**src/rtl/mips8_controller.sv**
```systemverilog
// Multicycle Moore control unit for the 8-bit MIPS datapath: fetch/decode/execute FSM,
// ALU decoder and PC-enable logic. Define CTRL_ADDI_EN to add the ADDI instruction.
module mips8_controller (
  input  logic       clk,
  input  logic       reset,
  input  logic [5:0] op,
  input  logic [5:0] funct,
  input  logic       zero,
  output logic       memread,
  output logic       memwrite,
  output logic       alusrca,
  output logic [1:0] alusrcb,
  output logic       memtoreg,
  output logic       regdst,
  output logic       iord,
  output logic       pcen,
  output logic [1:0] pcsrc,
  output logic       regwrite,
  output logic [3:0] irwrite,
  output logic [2:0] alucontrol,
  output logic [3:0] state
);

  localparam logic [5:0] OP_LB    = 6'b100000;
  localparam logic [5:0] OP_SB    = 6'b101000;
  localparam logic [5:0] OP_RTYPE = 6'b000000;
  localparam logic [5:0] OP_BEQ   = 6'b000100;
  localparam logic [5:0] OP_J     = 6'b000010;
  localparam logic [5:0] OP_ADDI  = 6'b001000;

  localparam int unsigned CTRL_W = 19;

  typedef enum logic [3:0] {
    FETCH1  = 4'd0,  FETCH2  = 4'd1,  FETCH3  = 4'd2,  FETCH4 = 4'd3,
    DECODE  = 4'd4,  MEMADR  = 4'd5,  LBRD    = 4'd6,  LBWR   = 4'd7,
    SBWR    = 4'd8,  RTYPEEX = 4'd9,  RTYPEWR = 4'd10, BEQEX  = 4'd11,
    JEX     = 4'd12, ADDIWR  = 4'd13
  } state_t;

  state_t            state_q;
  logic [CTRL_W-1:0] ctrl_q;
  logic              memwrite_q;
  logic              regwrite_q;
  logic [3:0]        irwrite_q;
  logic [1:0]        aluop;
  logic              pcwrite;
  logic              branch;

  // Next-state function; op is only consulted in DECODE and MEMADR.
  function automatic state_t next_state(input state_t s, input logic [5:0] opc);
    state_t n;
    n = FETCH1;
    case (s)
      FETCH1:  n = FETCH2;
      FETCH2:  n = FETCH3;
      FETCH3:  n = FETCH4;
      FETCH4:  n = DECODE;
      DECODE: begin
        case (opc)
          OP_LB, OP_SB: n = MEMADR;
          OP_RTYPE:     n = RTYPEEX;
          OP_BEQ:       n = BEQEX;
          OP_J:         n = JEX;
`ifdef CTRL_ADDI_EN
          OP_ADDI:      n = MEMADR;
`else
          OP_ADDI:      n = FETCH1;
`endif
          default:      n = FETCH1;
        endcase
      end
      MEMADR: begin
        case (opc)
          OP_LB:   n = LBRD;
          OP_SB:   n = SBWR;
`ifdef CTRL_ADDI_EN
          OP_ADDI: n = ADDIWR;
`endif
          default: n = FETCH1;
        endcase
      end
      LBRD:    n = LBWR;
      RTYPEEX: n = RTYPEWR;
      default: n = FETCH1;
    endcase
    return n;
  endfunction

  // Moore output decode for one state, packed for registering alongside the state.
  function automatic logic [CTRL_W-1:0] ctrl_of(input state_t s);
    logic       mr, mw, asa, mtr, rd, io, rw, pw, br;
    logic [1:0] asb, ps, ao;
    logic [3:0] irw;
    mr = 1'b0; mw = 1'b0; asa = 1'b0; mtr = 1'b0; rd = 1'b0; io = 1'b0;
    rw = 1'b0; pw = 1'b0; br = 1'b0; asb = 2'b00; ps = 2'b00; ao = 2'b00;
    irw = 4'b0000;
    case (s)
      FETCH1:  begin mr = 1'b1; irw = 4'b0001; asb = 2'b01; pw = 1'b1; end
      FETCH2:  begin mr = 1'b1; irw = 4'b0010; asb = 2'b01; pw = 1'b1; end
      FETCH3:  begin mr = 1'b1; irw = 4'b0100; asb = 2'b01; pw = 1'b1; end
      FETCH4:  begin mr = 1'b1; irw = 4'b1000; asb = 2'b01; pw = 1'b1; end
      DECODE:  asb = 2'b11;
      MEMADR:  begin asa = 1'b1; asb = 2'b10; end
      LBRD:    begin mr = 1'b1; io = 1'b1; end
      LBWR:    begin rw = 1'b1; mtr = 1'b1; end
      SBWR:    begin mw = 1'b1; io = 1'b1; end
      RTYPEEX: begin asa = 1'b1; ao = 2'b10; end
      RTYPEWR: begin rw = 1'b1; rd = 1'b1; end
      BEQEX:   begin asa = 1'b1; ao = 2'b01; ps = 2'b01; br = 1'b1; end
      JEX:     begin ps = 2'b10; pw = 1'b1; end
      ADDIWR:  rw = 1'b1;
      default: ;
    endcase
    return {mr, mw, asa, asb, mtr, rd, io, ps, rw, irw, ao, pw, br};
  endfunction

  // State and its decoded outputs are registered together from the next state.
  always_ff @(posedge clk) begin
    if (reset) begin
      state_q <= FETCH1;
      ctrl_q  <= ctrl_of(FETCH1);
    end else begin
      state_q <= next_state(state_q, op);
      ctrl_q  <= ctrl_of(next_state(state_q, op));
    end
  end

  assign {memread, memwrite_q, alusrca, alusrcb, memtoreg, regdst, iord,
          pcsrc, regwrite_q, irwrite_q, aluop, pcwrite, branch} = ctrl_q;

  // Write strobes are suppressed for the whole reset cycle.
  assign memwrite = memwrite_q & ~reset;
  assign regwrite = regwrite_q & ~reset;
  assign irwrite  = reset ? 4'b0000 : irwrite_q;
  assign pcen     = ~reset & (pcwrite | (branch & zero));
  assign state    = state_q;

  always_comb begin
    alucontrol = 3'b010;
    case (aluop)
      2'b01: alucontrol = 3'b110;
      2'b10: begin
        case (funct)
          6'b100010: alucontrol = 3'b110;
          6'b100100: alucontrol = 3'b000;
          6'b100101: alucontrol = 3'b001;
          6'b101010: alucontrol = 3'b111;
          default:   alucontrol = 3'b010;
        endcase
      end
      default: alucontrol = 3'b010;
    endcase
  end

endmodule

```
**config.mk**
```make
export PLATFORM = sky130hd
export DESIGN_NAME = mips8_controller
export DESIGN_NICKNAME = d
export VERILOG_FILES = /design/src/rtl/mips8_controller.sv
export SDC_FILE = /design/constraint.sdc
export NUM_CORES = 1
export LEC_CHECK = 0
export CORE_MARGIN = 1
export CORE_UTILIZATION = 36
export CTS_CLUSTER_DIAMETER = 200
export DETAILED_ROUTE_END_ITERATION = 8
export GPL_TIMING_DRIVEN = 1
export PLACE_DENSITY = 0.66
export SLEW_MARGIN = 40
export SYNTH_ARGS = -nofsm -noshare
export SYNTH_HDL_FRONTEND = slang
export SYNTH_SLANG_ARGS = --single-unit
```
**constraint.sdc**
```tcl
create_clock -name clk -period 3.4 [get_ports clk]
set_input_delay 0.68 -clock clk [delete_from_list [all_inputs] [get_ports clk]]
set_output_delay 0.68 -clock clk [all_outputs]
set_load 0.03 [all_outputs]
```
* Word-level counts from Yosys, hierarchy flattened
Index checks and enable logic that the tools add are counted.
** Storage, ports and cells
- Word-level logic and storage cells :: 68
- Input bits :: 15
- Memories kept :: 0
- Bits in latches :: 0
- RAM bits :: 0
- Output and inout bits :: 23
- Bits in registers :: 23
- Bits in read-only memories :: 0
** Cells by class
- Div/mod/pow operators :: 0
- Mux-type cells :: 20
- Reduce and logical (&&, ||, !) cells :: 10
- $add $sub $neg :: 0
- Multiply operators :: 0
- Shifts and indexed selects :: 0
- Magnitude comparators :: 0
- Bitwise logic cells :: 6
- Eq/ne operators :: 30
** Operator list (number)
- == test 6 bit (second input constant) :: 6
- one-hot mux 4 bit (4 select lines) :: 2
- one-hot mux 4 bit (8 select lines) :: 1
- == test 4 x 3 -> 1 bit (second input constant) :: 7
- == test 4 bit (second input constant) :: 7
- == test 4 x 2 -> 1 bit (second input constant) :: 4
- one-hot mux 3 bit (4 select lines) :: 1
- OR reduction 5 bit :: 2
- 2-to-1 mux 1 bit :: 9
- == test 4 x 1 -> 1 bit (second input constant) :: 2
- logical NOT 4 bit :: 2
- 2-to-1 mux 4 bit :: 2
- one-hot mux 2 bit (2 select lines) :: 2
- one-hot mux 4 bit (2 select lines) :: 1
- == test 6 x 2 -> 1 bit (second input constant) :: 1
- == test 6 x 3 -> 1 bit (second input constant) :: 1
- logical NOT 6 bit :: 1
- one-hot mux 2 bit (3 select lines) :: 1
- one-hot mux 3 bit (2 select lines) :: 1
- OR reduction 3 bit :: 2
- bitwise AND 1 bit :: 4
- OR reduction 2 bit :: 2
- OR reduction 4 bit :: 1
- == test 2 x 1 -> 1 bit (second input constant) :: 1
- other kinds (3) :: 3

* Longest topological paths before layout
Gate-level depths: netlist of run 1.
- Word-level depth :: 8
- Depth in mapped cells :: 6
- Mapped depth without buffers :: 5

* Least setup slack after synthesis of run 1
OpenSTA, ideal clock, no wires.
- Path type :: input -> output
- From :: input port funct[5]
- To :: output port alucontrol[0]
- Required time :: 2.720 ns
- Slack :: 0.943 ns
- Cell stages on the path :: 4
- Path buffers :: 0
- Data arrival time :: 1.777 ns
- Cell sequence :: nor2b_1 and3_1 a21oi_1 nor3b_1
** Between the ends
- Longest elaborated chain between the ends :: 3
- Elaborated cells between the ends (all ways) :: 6
- Classes of those cells :: 4 x eq/ne; 2 x mux
** RTL lines
- from (decl) :: RTL line 7 : input logic [5:0] funct,
- == test 6 bit :: RTL line 143 : case (funct)
- one-hot mux 3 bit (4 select lines) * :: RTL line 143
- one-hot mux 3 bit (2 select lines) * :: RTL line 140 : case (aluop)
- to (decl) :: RTL line 20 : output logic [2:0] alucontrol,
Mark *: on every way between the ends. The rest lies on a longest branch, timed or not.

* Worst setup path after layout of run 1
Ends and elaborated chain as after synthesis.

==> qor.yml, run 1 <==
status:
  status: "finished with violations"
  violations: "DRC"
yosys:
  syn-num-nets: 140
  seq_area_frac_synth_pct: 39.86
  synth_edf_count: 0
  synth_cells: 123
  syn_avg_cell_area_sq_um: 8.982
  netlist_area_sq_um: 1105
  ys_seq_elements: 22
  yosysWarnings: 0
  ys_types: 42
  synthFlopType: "dfxtp_1"
  async_flop_share_pct: 0
finish:
  nets: 175
  area_delta_synth_final_pct: 38.16
  drive_gt1_share_pct: 9.554
  fillers: 275
  n_antenna_cell: 0
place:
  pre_cts_slack_ns: 0.2300
  io_buffers: 37
  place_congestion: 0.7710
  place_hpwl_um: 1888
pwr:
  intPower_uw: 430.9
  seq_power_share_pct: 48.0
  combPwrFrac_pct: 18.1
  pwr-share-clk_pct: 33.9
  power_density_nw_per_um2: 371.4
  peakVddDrop_mv: 0.3122
  netSwitchingFraction_pct: 24.01
  switchingPower_uw: 136.1
  leakagePower_nw: 0.5533
min_path:
  hold_path.startpoint: "state[0]$_SDFF_PP0_"
  hold_path_depth: 2
  hold_path_class: "reg2reg"
  whs_endpoint: "ctrl_q[11]$_SDFF_PP0_"
setup_path:
  critical_path.max_stage_delay_ns: 0.70
  worstSetupStartpointType: "input port"
  worstPathCellList: "clkdlybuf4s50_1 -> nor2b_1 -> nand3_1 -> nor2_1 -> a21oi_1 -> nor3b_1 -> clkdlybuf4s50_1"
  reg2reg_slack_ns: 1.56
  cp-end-kind: "primary output"
  critical_path.slowest_cell: "clkdlybuf4s50_1"
  worst-r2r-cell-count: 5
  reg2reg_from: "state[2]$_SDFF_PP0_"
  critPathRequiredTime_ns: 2.72
  reg2reg_to: "ctrl_q[17]$_SDFF_PP0_"
  path_max_fanout: 2
  cp.arrival_ns: 2.48
  path_class: "in2out"
  worst_path_most_repeated_cell: "clkdlybuf4s50_1"
timing:
  finalSetupViolCount: 0
  clock_skew_ns: 0.006161
  fin_crit_ns: 3.156
  grt_setup_unrepaired: "false"
  setup_ws_ns: 0.2442
  worstMarginPinSlew_ns: 0.6808
  max_freq_mhz: 316.9
  final_hold_viol_count: 0
  slew_headroom_pct: 54.31
  fin_hold_ws_ns: 0.7463
  report.final.slew_viol_count: 0
  post-route-period-util_pct: 92.82
  setup-tns-final_ns: 0
grt:
  track_usage_pct: 16.15
  antenna_found_initial: 0
  grt_remaining_overflow: 0
  grt_pass1_wl_um: 4091
  grt_max_degree: 14
  grt_pass1_vias: 915
drt:
  via_per_inst: 5.165
  postRouteAntennaNets: 0
  drt-initial-drc-count: 20
  drc: 4
  detail_route.wl_per_cell_um: 12.71
  wirelength_um: 2390
  vias: 971
  drtPass1Iterations: 6
clock_network:
  worstSkewPairLatency_ns: 0.30
  postCtsResizedCells: 0
  clk_pin_slew_ns: 0.12
  cts_sinks: 22
  root_buffer: "clkbuf_4"
  cts_tree: "built"
  postCtsSetupRepairBufs: 0
  cts_max_level: 1
  cts_hold_buf: 0
  numCtsBuffers: 3
  cts_buffer_depth: 2
floorplan:
  std_cell_rows: 19
  core_area_sq_um: 2829
  start_util_pct: 39.05
  die_h_um: 57.40
  pin_count: 38
  dieArea_sq_um: 3294
  die_w_um: 57.40
run:
  drv_cap: 0
-- cell type report --
class / count / area (sq um) / area share, %
flip-flops and latches: 22 / 440.4 / 28.85
clock buffers: 3 / 22.52 / 1.475
well taps: 31 / 38.79 / 2.541
repair buffers: 38 / 377.9 / 24.75
inverters: 4 / 15.01 / 0.9836
multi-input cells: 89 / 601.8 / 39.43
clock inverters: 1 / 30.03 / 1.967
-- cell families (layout without fill, tap and decap cells) --
| group | count (synthesis) | in the layout | synth area share (%) |
|---|---|---|---|
| compound gates | 20 | 20 | 15.97 |
| xor+xnor | 1 | 1 | 0.7929 |
| fa+ha+maj | 2 | 2 | 2.265 |
| buf+inv | 12 | 46 | 5.663 |
| flops | 22 | 22 | 39.86 |
| simple gates | 66 | 66 | 35.45 |
-- worst max-delay path: cells and delay by family --
kind	cells	cell delay (ns)
buffers and inverters	2	1.16
and+or+nand+nor	4	0.58
AOI/OAI and AO/OA	1	0.05
-- cells in the mapped netlist (2+ instances only) --
library cell	n	area share (%)
nor2_1	18	6.1
a211o_1	3	2.4
nor3_1	5	2.3
or3b_2	2	1.6
nand3_1	2	0.91
dfxtp_1	22	40
nor2b_1	8	4.5
nand2_1	7	2.4
or4b_1	2	1.8
clkbuf_1	2	0.68
nor3b_1	3	2.0
nor4_1	4	2.3
a21oi_1	5	2.3
ha_1	2	2.3
buf_4	4	2.7
nand2b_1	3	1.7
buf_2	2	0.91
or3_1	2	1.1
inv_1	4	1.4
-- how the worst max path moves through the flow --
stage | from | end | cells after the start | slack [ns]
2_1_floorplan | funct[5] | alucontrol[0] | 4 | 0.94
4_1_cts | funct[5] | alucontrol[0] | 7 | 0.22
5_1_grt | funct[5] | alucontrol[0] | 7 | 0.07
3_3_place_gp | funct[5] | alucontrol[0] | 6 | 0.33
3_5_place_dp | funct[5] | alucontrol[0] | 7 | 0.23
6_report | funct[5] | alucontrol[0] | 7 | 0.24
-- cells in the final DEF, fill, tap and decap left out, types with 2 or more instances in the layout --
master and instances:
inv_1 4, or3b_2 2, dfxtp_1 22, a211o_1 3
nor3_1 5, nor2b_1 8, a21oi_1 5, or3_1 2
nor4_1 4, clkbuf_4 3, nand3_1 2, nor2_1 18
nand2b_1 3, or4b_1 2, nand2_1 7, nor3b_1 3
clkdlybuf4s50_1 37, ha_1 2
-- sequential cells by signal, indices dropped and copies added (netlist names) --
| signal | flops |
|---|---|
| ctrl_q | 18 |
| state | 4 |
-- routing by layer --
| metal | wire [um] | share of wire [%] | GRT usage, % |
|---|---|---|---|
| met1 | 1050 | 44 | 19.38 |
| met2 | 1160 | 49 | 28.41 |
| met3 | 169 | 7.1 | 4.989 |
| met4 | 10 | 0.42 | 3.136 |
| met5 | 0 | 0 | 0 |
-- power groups by stage --
stage / clock (mW) / combinational (mW) / sequential, mW
finish: 0.192 / 0.102 / 0.272
global route: 0.214 / 0.111 / 0.273
CTS: 0.199 / 0.103 / 0.272
detailed placement: 0 / 0.102 / 0.278
global placement: 0 / 0.101 / 0.278
floorplan: 0 / 0.0555 / 0.281
-- stage by stage --
step	cells	utilization [%]	area, sq um	power, mW
6_report	188	53.96	1526	0.5670
5_1_grt	188	53.96	1526	0.5989
4_1_cts	188	53.96	1526	0.5742
3_5_place_dp	184	52.10	1474	0.3799
3_3_place_gp	184	52.10	1474	0.3790
2_1_floorplan	123	-	1105	0.3367
(Power assumes the default switching activity.)
==> run 2, diff against run 1 <==
Settings changed: CORE_MARGIN 1 to not set, PLACE_DENSITY 0.66 to 0.68.
Clock period 3.4 ns to 2.53 ns, I/O delays scaled along.
==> qor.yml, run 2 (synthesis gave the netlist of run 1 again) <==
timing:
  clock_skew_ns: 0.006115
  final_hold_viol_count: 0
  worstMarginPinSlew_ns: 0.6717
  finalSetupViolCount: 0
  max_freq_mhz: 421.0
  post-route-period-util_pct: 93.89
  setup_ws_ns: 0.1546
  grt_setup_unrepaired: "false"
  report.final.slew_viol_count: 0
  fin_crit_ns: 2.375
  setup-tns-final_ns: 0
  slew_headroom_pct: 55.12
drt:
  via_per_inst: 5.194
  drt-initial-drc-count: 22
  detail_route.wl_per_cell_um: 12.71
  postRouteAntennaNets: 0
  drc: 3
  wirelength_um: 2428
  vias: 992
  drtPass1Iterations: 6
grt:
  track_usage_pct: 16.92
  grt_pass1_wl_um: 4291
  antenna_found_initial: 0
  grt_remaining_overflow: 0
  grt_max_degree: 14
  grt_pass1_vias: 989
run:
  drv_cap: 0
finish:
  nets: 178
  mostFrequentLayoutCells: "27 x clkdlybuf4s50_1, 22 x dfxtp_1, 18 x nor2_1"
  finish.instance_area_sq_um: 1525
  regMostFlops: "ctrl_q"
  drive_gt1_share_pct: 16.88
  finalNonFillerCells: 191
  post-route-util_pct: 53.91
  area_delta_synth_final_pct: 38.05
  layout_commonest_cell: "clkdlybuf4s50_1"
  largest_register_ffs: 18
  n_antenna_cell: 0
setup_path:
  crit_start: "funct[5]"
  worstPathCellList: "clkdlybuf4s50_1 -> nor2b_1 -> nand3_1 -> a211o_1 -> dlygate4sd2_1"
  path_depth: 5
  path_max_fanout: 2
  path_class: "in2out"
  worst-r2r-cell-count: 5
  reg2reg_to: "ctrl_q[5]$_SDFF_PP0_"
  reg2reg_slack_ns: 0.67
  reg2reg_from: "state[2]$_SDFF_PP0_"
  critPathRequiredTime_ns: 2.02
  cp.arrival_ns: 1.87
  endpoint: "alucontrol[1]"
  critical_path.max_stage_delay_ns: 0.45
  critical_path.slowest_cell: "clkdlybuf4s50_1"
  path_delay_family: "buffers and inverters"
  cp_num_buf_inv: 2
  worstSetupStartpointType: "input port"
  cp-end-kind: "primary output"
clock_network:
  postCtsSetupRepairBufs: 0
  cts_max_level: 1
  worstSkewPairLatency_ns: 0.30
  root_buffer: "clkbuf_4"
  postCtsResizedCells: 1
  numCtsBuffers: 3
  cts_hold_buf: 0
  clk_pin_slew_ns: 0.11
  cts_tree: "built"
  cts_buffer_depth: 2
  cts_sinks: 22
min_path:
  hold_path.startpoint: "state[1]$_SDFF_PP0_"
  hold_path_class: "reg2reg"
floorplan:
  dieArea_sq_um: 3294
  pin_count: 38
  die_h_um: 57.40
  die_w_um: 57.40
  std_cell_rows: 19
  core_area_sq_um: 2829
  start_util_pct: 39.05
pwr:
  peakVddDrop_mv: 0.4144
  leakagePower_nw: 0.5825
  power_density_nw_per_um2: 499.7
place:
  place_congestion: 0.7985
  dp.cells: 187
  pre_cts_slack_ns: -0.08928
  placedInstanceArea_sq_um: 1474
  place_hpwl_um: 1944
  io_buffers: 37
status:
  status: "finished with violations"
  violations: "DRC"
==> run 2: cell types whose count changed in the layout (fill, tap and decap cells not counted) <==
cell,before,now
dlygate4sd2_1,0,1
buf_4,1,13
clkdlybuf4s50_1,37,27
==> run 2: power breakdown <==
part | switching [mW] | total (mW) | leakage [nW] | internal [mW]
clock | 0.0989 | 0.259 | 0.0279 | 0.160
combinational | 0.0756 | 0.137 | 0.376 | 0.0619
sequential | 0.00843 | 0.366 | 0.179 | 0.357
total | 0.183 | 0.762 | 0.582 | 0.579
==> run 2: worst min-delay path, stage by stage, from the launching register on <==
cell and delay (ns):
dfxtp_1 0.38, a41o_1 0.25, nand2_1 0.07, nor2_1 0.04
==> run 2: area by class of cell <==
class                           count  area [sq um]
Clock buffer                        3         22.52
Clock inverter                      1         30.03
Fill cell                         286          1304
Inverter                            4         15.01
Multi-Input combinational cell     89         601.8
Sequential cell                    22         440.4
Tap cell                           31         38.79
Timing Repair Buffer               41         376.6
==> run 2: how the worst min path moves through the flow <==
stage | slack, ns | depth (start not counted) | endpoint
detailed placement | 0.76 | 3 | ctrl_q[7]$_SDFF_PP0_
finish | 0.77 | 3 | ctrl_q[7]$_SDFF_PP0_
floorplan | 0.70 | 3 | ctrl_q[6]$_SDFF_PP0_
global placement | 0.73 | 2 | ctrl_q[11]$_SDFF_PP0_
global route | 0.84 | 3 | ctrl_q[7]$_SDFF_PP0_
CTS | 0.78 | 2 | ctrl_q[11]$_SDFF_PP0_
==> run 2: through the flow <==
step | power (mW) | hold WS (ns)
finish | 0.7622 | 0.7713
detailed placement | 0.5119 | 0.7642
floorplan | 0.4525 | 0.7038
global route | 0.7999 | 0.8414
global placement | 0.5100 | 0.7252
CTS | 0.7749 | 0.7777
==> run 2: per-layer routing <==
metal	GRT usage, %	vias to the layer above	part of all wire, %
met2	30.90	27	49
met5	0	-	0
met4	4.181	0	0.82
met1	18.71	447	43
li1	-	514	-
met3	5.669	4	7.0
